## config.mk

```make
export PLATFORM = sky130hd
export DESIGN_NAME = i2s_rx_frame_fifo_flat
export DESIGN_NICKNAME = d
export VERILOG_FILES = /design/src/rtl/i2s_rx_frame_fifo_if.sv /design/src/rtl/i2s_rx_frame_fifo.sv /design/src/flat_wrapper.sv
export SDC_FILE = /design/constraint.sdc
export NUM_CORES = 1
export LEC_CHECK = 0
export CAP_MARGIN = 0
export CORE_ASPECT_RATIO = 0.5
export CORE_UTILIZATION = 50
export DETAILED_ROUTE_END_ITERATION = 12
export GPL_TIMING_DRIVEN = 0
export PLACE_DENSITY = 0.79
export RECOVER_POWER = 50
export SYNTH_ARGS = -nofsm -noshare
export SYNTH_HDL_FRONTEND = slang
export SYNTH_SLANG_ARGS = --single-unit
export TNS_END_PERCENT = 1
```

## constraint.sdc

```tcl
create_clock -name clk_audio -period 3.1 [get_ports clk_audio]
set_clock_uncertainty 0.1 [all_clocks]
set_input_delay 0.62 -clock clk_audio [delete_from_list [all_inputs] [get_ports clk_audio]]
set_output_delay 0.62 -clock clk_audio [all_outputs]
set_load 0.01 [all_outputs]
```

## src/rtl/i2s_rx_frame_fifo_if.sv

```systemverilog
// ---------------------------------------------------------------------------
// i2s_rx_frame_fifo_if
//   Valid/ready stream carrying one stereo frame (left + right sample).
//   master : producer (drives m_valid, m_left, m_right; samples m_ready)
//   slave  : consumer (drives m_ready; samples m_valid, m_left, m_right)
// ---------------------------------------------------------------------------
interface i2s_rx_frame_fifo_if #(
  parameter int DATA_W = 24
);
  logic              m_valid;
  logic              m_ready;
  logic [DATA_W-1:0] m_left;
  logic [DATA_W-1:0] m_right;

  modport master (output m_valid, output m_left, output m_right, input m_ready);
  modport slave  (input m_valid, input m_left, input m_right, output m_ready);
endinterface

```

## src/rtl/i2s_rx_frame_fifo.sv

```systemverilog
// ---------------------------------------------------------------------------
// i2s_rx_frame_fifo
//   Captures each completed I2S stereo frame from the controller's receive
//   path on the lrck falling edge (start of a new left word) and buffers it
//   in a small FWFT FIFO presented as a valid/ready stream. Frames arriving
//   while the FIFO is full are dropped (oldest data kept) and flagged.
//
// Ports
//   clk_audio  : audio clock, also the clock lrck is generated from
//   reset_n    : async active-low reset
//   lrck       : I2S word select (low = left word)
//   rx_l/rx_r  : previous complete frame from the controller
//   m_if       : output frame stream (master modport)
//   ovf_pulse  : one-cycle pulse per dropped frame
//   ovf_flag   : sticky overflow indicator
//   ovf_clr    : clears ovf_flag (a simultaneous drop wins)
//   level      : current occupancy in frames
//   ovf_count  : saturating dropped-frame count (I2S_RX_FIFO_OVF_COUNT_EN)
//
// Build option
//   `define I2S_RX_FIFO_OVF_COUNT_EN adds the ovf_count output.
// ---------------------------------------------------------------------------
module i2s_rx_frame_fifo #(
  parameter int DATA_W = 24,
  parameter int DEPTH  = 4
) (
  input  logic                     clk_audio,
  input  logic                     reset_n,
  input  logic                     lrck,
  input  logic [DATA_W-1:0]        rx_l,
  input  logic [DATA_W-1:0]        rx_r,
  i2s_rx_frame_fifo_if.master      m_if,
  output logic                     ovf_pulse,
  output logic                     ovf_flag,
  input  logic                     ovf_clr,
  output logic [$clog2(DEPTH):0]   level
`ifdef I2S_RX_FIFO_OVF_COUNT_EN
  ,
  output logic [15:0]              ovf_count
`endif
);

  localparam int AW = $clog2(DEPTH);

  logic              lrck_q;
  logic [AW:0]       wr_ptr_q, wr_ptr_d;
  logic [AW:0]       rd_ptr_q, rd_ptr_d;
  logic [DATA_W-1:0] mem_l_q [DEPTH];
  logic [DATA_W-1:0] mem_r_q [DEPTH];
  logic              ovf_pulse_q, ovf_pulse_d;
  logic              ovf_flag_q, ovf_flag_d;

  logic frame_edge, empty, full, pop, push, drop;

  always_comb begin
    frame_edge = lrck_q & ~lrck;
    empty      = (wr_ptr_q == rd_ptr_q);
    full       = (wr_ptr_q[AW] != rd_ptr_q[AW]) &&
                 (wr_ptr_q[AW-1:0] == rd_ptr_q[AW-1:0]);
    pop        = m_if.m_valid & m_if.m_ready;
    // A pop in the same cycle frees the slot the push needs. When full the
    // write slot aliases the head slot, but the head is read combinationally
    // this cycle and the write lands next cycle, so there is no hazard.
    push       = frame_edge & (~full | pop);
    drop       = frame_edge & full & ~pop;

    wr_ptr_d    = push ? wr_ptr_q + 1'b1 : wr_ptr_q;
    rd_ptr_d    = pop  ? rd_ptr_q + 1'b1 : rd_ptr_q;
    ovf_pulse_d = drop;
    // Set has priority over clear.
    ovf_flag_d  = drop | (ovf_flag_q & ~ovf_clr);
  end

  always_ff @(posedge clk_audio or negedge reset_n) begin
    if (!reset_n) begin
      lrck_q      <= 1'b1;
      wr_ptr_q    <= '0;
      rd_ptr_q    <= '0;
      ovf_pulse_q <= 1'b0;
      ovf_flag_q  <= 1'b0;
    end else begin
      lrck_q      <= lrck;
      wr_ptr_q    <= wr_ptr_d;
      rd_ptr_q    <= rd_ptr_d;
      ovf_pulse_q <= ovf_pulse_d;
      ovf_flag_q  <= ovf_flag_d;
    end
  end

  // Storage is reset so the head reads 0 out of reset.
  always_ff @(posedge clk_audio or negedge reset_n) begin
    if (!reset_n) begin
      for (int i = 0; i < DEPTH; i++) begin
        mem_l_q[i] <= '0;
        mem_r_q[i] <= '0;
      end
    end else if (push) begin
      mem_l_q[wr_ptr_q[AW-1:0]] <= rx_l;
      mem_r_q[wr_ptr_q[AW-1:0]] <= rx_r;
    end
  end

  // m_valid is gated by reset so it falls combinationally with reset_n.
  assign m_if.m_valid = reset_n & ~empty;
  assign m_if.m_left  = mem_l_q[rd_ptr_q[AW-1:0]];
  assign m_if.m_right = mem_r_q[rd_ptr_q[AW-1:0]];
  assign ovf_pulse    = ovf_pulse_q;
  assign ovf_flag     = ovf_flag_q;
  // Modulo-2*DEPTH difference yields 0..DEPTH.
  assign level        = wr_ptr_q - rd_ptr_q;

`ifdef I2S_RX_FIFO_OVF_COUNT_EN
  logic [15:0] ovf_cnt_q, ovf_cnt_d;

  always_comb begin
    ovf_cnt_d = ovf_cnt_q;
    if (drop) begin
      if (ovf_clr)                  ovf_cnt_d = 16'd1;
      else if (ovf_cnt_q != 16'hFFFF) ovf_cnt_d = ovf_cnt_q + 16'd1;
    end else if (ovf_clr) begin
      ovf_cnt_d = '0;
    end
  end

  always_ff @(posedge clk_audio or negedge reset_n) begin
    if (!reset_n) ovf_cnt_q <= '0;
    else          ovf_cnt_q <= ovf_cnt_d;
  end

  assign ovf_count = ovf_cnt_q;
`endif

endmodule

```

## src/flat_wrapper.sv

```systemverilog
// flat-port wrapper written by rule: the top's interface ports become plain ports
module i2s_rx_frame_fifo_flat 
#(
  parameter int DATA_W = 24,
  parameter int DEPTH  = 4
)
  (clk_audio, reset_n, lrck, rx_l, rx_r, ovf_pulse, ovf_flag, ovf_clr, level, m_if_m_valid, m_if_m_left, m_if_m_right, m_if_m_ready);
  i2s_rx_frame_fifo_if #(.DATA_W(DATA_W)) m_if_i ();
  input  logic clk_audio;
  input  logic reset_n;
  input  logic lrck;
  input  logic [DATA_W-1:0] rx_l;
  input  logic [DATA_W-1:0] rx_r;
  output logic ovf_pulse;
  output logic ovf_flag;
  input  logic ovf_clr;
  output logic [$clog2(DEPTH):0] level;
  output wire logic [$bits(m_if_i.m_valid)-1:0] m_if_m_valid;
  output wire logic [$bits(m_if_i.m_left)-1:0] m_if_m_left;
  output wire logic [$bits(m_if_i.m_right)-1:0] m_if_m_right;
  input wire logic [$bits(m_if_i.m_ready)-1:0] m_if_m_ready;
  assign m_if_m_valid = m_if_i.m_valid;
  assign m_if_m_left = m_if_i.m_left;
  assign m_if_m_right = m_if_i.m_right;
  assign m_if_i.m_ready = m_if_m_ready;
  i2s_rx_frame_fifo #(.DATA_W(DATA_W), .DEPTH(DEPTH)) u_core (.clk_audio(clk_audio), .reset_n(reset_n), .lrck(lrck), .rx_l(rx_l), .rx_r(rx_r), .m_if(m_if_i), .ovf_pulse(ovf_pulse), .ovf_flag(ovf_flag), .ovf_clr(ovf_clr), .level(level));
endmodule
```

# Word-level counts from Yosys, hierarchy flattened
# Index checks and enable logic that the tools add are counted.
[totals]
regBits = 201
inputBits = 53
out_inout_bits = 54
word_cells = 50
[classes]
n_addsub = 3
order_cmp = 3
n_eq_ne = 3
muxes = 10
bitwise = 16
reduce_logical = 2
[ops]
columns = ["cell", "n"]
rows = [
  ["bitwise mux 96 bit", 2],
  ["2-to-1 mux 24 bit", 5],
  ["binary-select mux 24 bit (select 2 bit)", 2],
  ["demux 24 bit (select 2 bit)", 1],
  ["AND 1 bit", 7],
  ["adder 3 x 1 -> 3 bit, second input constant", 2],
  ["greater-or-equal comparator 3 bit, second input constant", 2],
  ["NOT 2 -> 3 bit", 2],
  ["NOT 1 bit", 5],
  ["== test 3 bit", 1],
  ["less-than comparator 3 x 1 -> 1 bit, second input constant", 1],
  ["subtractor 3 bit", 1],
  ["== test 2 bit", 1],
  ["logical AND 1 bit", 2],
  ["bitwise OR 1 bit", 2],
  ["!= test 1 bit", 1],
]

# Depth between registers and ports, before layout
[logic_depth]
depth_word = 7
mapped_depth = 9
ltp_nobuf = 5

# Worst setup path after synthesis
# Ideal clock, no wire load.
[synth_path]
path_kind = "register to register"
start = "register u_core.rd_ptr_q[1]"
end = "register u_core.mem_l_q[27] (netlist name)"
t_arrival_ns = 2.413
required_time_ns = 2.872
setup_slack_ns = 0.460
stages_incl_launch_ff = 10
n_path_buf = 4
period_less_slack_ns = 2.640
path_cell_list = "dfrtp_1 clkbuf_1 clkbuf_1 inv_1 ha_1 nand2_1 o311ai_2 buf_4 buf_4 mux2_1"
[synth_between]
elab_chain_len = 6
word_cells_on_any_way = 9
[synth_lines]
columns = ["element", "line", "text"]
rows = [
  ["start, declared", "i2s_rx_frame_fifo.sv:47", "logic [AW:0] rd_ptr_q, rd_ptr_d;"],
  ["start signal, assigned", "i2s_rx_frame_fifo.sv:84", "rd_ptr_q <= rd_ptr_d;"],
  ["== test 3 bit", "i2s_rx_frame_fifo.sv:57", "empty = (wr_ptr_q == rd_ptr_q);"],
  ["NOT 1 bit", "i2s_rx_frame_fifo.sv:104", "assign m_if.m_valid = reset_n & ~empty;"],
  ["AND 1 bit", "i2s_rx_frame_fifo.sv:104", ""],
  ["AND 1 bit", "i2s_rx_frame_fifo.sv:60", "pop = m_if.m_valid & m_if.m_ready;"],
  ["bitwise OR 1 bit (*)", "i2s_rx_frame_fifo.sv:64", "push = frame_edge & (~full | pop);"],
  ["AND 1 bit (*)", "i2s_rx_frame_fifo.sv:64", ""],
  ["end signal, assigned by index", "i2s_rx_frame_fifo.sv:98", "mem_l_q[wr_ptr_q[AW-1:0]] <= rx_l;"],
  ["end, declared", "i2s_rx_frame_fifo.sv:48", "logic [DATA_W-1:0] mem_l_q [DEPTH];"],
]
# Every way passes the cells marked *; elsewhere a longest branch is shown, timed or not.
# A chain may end at the register's enable or synchronous reset.

# Final worst setup path
[layout_path]
start = "register u_core.rd_ptr_q[1]"
end = "output m_if_m_left[14]"
[layout_between]
elab_chain_len = 4
[layout_lines]
columns = ["element", "line", "text"]
rows = [
  ["NOT 2 -> 3 bit (not written as such)", "i2s_rx_frame_fifo.sv:105", "assign m_if.m_left = mem_l_q[rd_ptr_q[AW-1:0]];"],
  ["binary-select mux 24 bit (select 2 bit)", "i2s_rx_frame_fifo.sv:105", ""],
  ["2-to-1 mux 24 bit (not written as such) (2 in a row)", "i2s_rx_frame_fifo.sv:105", ""],
  ["end, declared", "flat_wrapper.sv:19", "output wire logic [$bits(m_if_i.m_left)-1:0] m_if_m_left;"],
]
# Every way passes these cells. The select of a mux whose other input is x is not followed.

==> metrics.csv <==
stage,metric,value,unit
floorplanning,die width,190,um
sta,min Tclk post-route,3.03,ns
route,DRC violations left,0,
cts,clk_lat worst skew,0.48,ns
sta,Worst-Margin Slew,0.598,ns
final_layout,Nets,701,
setup_path,Reg2Reg Setup Slack,0.30,ns
floorplanning,Rows,33,
sta,final worst slack,0.0656,ns
sta,RSZ-0062 raised after global routing,false,
yosys,YS warnings,0,
cts,TritonCTS clock tree,done,
cts,CTS H-tree depth,1,
setup_path,startpoint types,flop,
sta,Worst slew margin,60.1,%
yosys,Most used DFF post-synth,dfrtp_1,
grt,All-Layer GR Usage,20.3,%
yosys,Yosys top cell area share,56.8,%
yosys,Post-synth EDFFs,0,
sta,setup_tns,0,ns
setup_path,CP max stage cell,clkdlybuf4s50_1,
cts,Clock Tree Buf Depth,3,
route,wire per inst,19.8,um
floorplanning,# IOs,107,
setup_path,Worst EP required,2.38,ns
grt,initial antenna violation count,0,
setup_path,Critical Path AT,2.31,ns
route,Via Count,4870,
route,DR pass1 iterations,4,
yosys,Synth cell types,27,
sta,max frequency,330,MHz
setup_path,Max stage delay on crit path,0.50,ns
grt,first-pass GRT wire length,28.4,mm
floorplanning,CORE AREA,0.0168,mm2
grt,global route overflow,0,
route,vias per cell,5.55,
yosys,"FF+latch count, synth",201,
floorplanning,Initial Utilization,52.5,%
route,Detailed Route WL,17.3,mm
sta,"Period Utilization, post-route",97.9,%
placement,buffers added on ports,106,
setup_path,CP Max Fanout,10,
yosys,register area share after synthesis,57.1,%
flow_run,max_cap viols,0,
floorplanning,height of the die,95.9,um
setup_path,crit path cell chain,clkbuf_4 -> clkbuf_2 -> mux4_2 -> clkdlybuf4s50_1,
power_and_ir_drop,Power Density,1130,mW/mm2
cts,CTS buffer count,19,
setup_path,Crit. End Element,primary output,
sta,final max-slew violation count,0,
setup_path,Setup CP Type,flop to primary output,
sta,final-report hold violation count,0,
power_and_ir_drop,Pwr Total,12.3,mW
power_and_ir_drop,leakage power total,4.65,nW
grt,largest net degree at the start of global routing,111,
final_layout,diode count,0,
final_layout,Area Growth Syn to Fin,23.3,%
sta,Setup Viol. Count Final,0,
hold_path,HP Class,input port to asynchronous set/reset pin,
placement,dpl ws,-0.438,ns
yosys,"Cell Area, Synth",0.00881,mm2
yosys,syn avg cell area,17.2,um2
final_layout,Layout Cells excl Fill,877,
grt,vias in the first global route,5269,
floorplanning,die area,0.0182,mm2
yosys,Mapped Cells,512,
final_layout,layout cell share with drive strength beyond 1,36.9,%
placement,gpl congestion,0.734,
power_and_ir_drop,maximum vdd drop,559,uV
route,1st-iter DRT viols,175,
placement,placed cells,846,
placement,HPWL reported at the end of detailed placement,11.4,mm
outcome,status,"complete, no violations",
yosys,ys async rst share,100,%
yosys,syn_nets,573,
yosys,"area leader, netlist",dfrtp_1,
cts,"Reg clk slew, reported paths",0.07,ns
route,Routed Antenna Nets,0,
cts,CTS Sinks,201,
cts,CTS root buf,clkbuf_16,
yosys,Synth area leaders,"dfrtp_1 (57%), mux2_2 (16%), mux4_2 (12%), mux2_1 (8.9%), ha_1 (0.99%)",
## routing by layer
metal	up-vias	wire [um]	GRT usage, %
met2	67	8690	34.7
li1	2165	-	-
met3	26	476	2.84
met1	2612	7900	28.0
met4	0	285	4.70
met5	-	0	0
## state kept, by name (all words and copies together) (netlist names)
name and cells:
u_core.lrck_q 1, u_core.ovf_flag 1, u_core.rd_ptr_q 3, u_core.mem_l_q 96
u_core.mem_r_q 96, u_core.wr_ptr_q 3, u_core.ovf_pulse 1
## worst max-delay path: cells and delay by family, from the launching register on
family	cells	cell delay [ns]
buffers and inverters	3	1.04
DFF	1	0.41
muxes	1	0.39
## cells in the mapped netlist (4+ instances only)
library cell / n
dfrtp_1: 200
inv_1: 6
o311ai_2: 4
clkbuf_1: 8
xnor2_1: 5
buf_4: 10
mux4_2: 48
mux2_1: 70
ha_1: 7
buf_2: 14
mux2_2: 124
## area by class of cell
cell class	instances	area (um2)
plain buffers	33	269
clock buffers	25	518
clock inverters	6	83.8
fillers	1206	5930
inverters	6	22.5
multi-input cells	272	3580
flip-flops and latches	201	5030
well taps	227	284
repair buffers	107	1080
## where the power goes
part           switching [mW]  internal [mW]
clock network           0.961           1.34
logic                    2.09           3.34
registers               0.646           3.94
## timing repair
item,4_1_cts,5_1_grt
hold endpoints to repair,0,0
hold buffers,0,0
resized for setup,36,9
endpoints found under the setup margin,241,30
buffers inserted,0,0
gates cloned,0,0
## per-stage QoR
step	area (um2)	util, %	hold WS (ns)
after global placement	10200	60.5	0.368
after floorplan	8810	-	0.224
after global routing	10900	64.7	0.0559
final	10900	64.7	0.00603
after detailed placement	10200	60.7	0.376
after CTS	10900	64.6	0.0306
## layout by cell type, fill, tap and decap left out, drive strengths merged, types with 2 or more instances in the layout
cell,n
dlygate4sd2,11
inv,6
ha,7
dfrtp,200
xnor2,6
dlygate4sd3,4
clkdlybuf4s50,88
buf,27
mux4,48
clkinv,4
mux2,194
o311ai,4
bufinv,2
clkbuf,34
## logic make-up (layout without fill, tap and decap cells)
family | after synthesis | in the layout | share of synthesized area [%]
fa+ha+maj | 8 | 8 | 1.22
buf+inv | 39 | 177 | 2.37
xor+xnor | 7 | 7 | 0.781
flops | 201 | 201 | 57.1
mux | 242 | 242 | 37.0
compound gates | 9 | 9 | 1.14
simple gates | 6 | 6 | 0.369
## path summary, 6_finish.rpt
path | start | to | depth (start not counted)
hold / removal | reset_n | u_core.mem_l_q[91] | 1
min in group clk_audio | u_core.mem_l_q[31] | u_core.mem_l_q[31] | 1
setup reg to reg | u_core.rd_ptr_q[1] | u_core.mem_l_q[5] | 9
hold reg to reg | u_core.mem_l_q[31] | u_core.mem_l_q[31] | 1
max in group asynchronous | reset_n | u_core.lrck_q | 2
setup / recovery | u_core.rd_ptr_q[1] | m_if_m_left[14] | 4
Note: power is estimated with default switching activity, not from simulation.
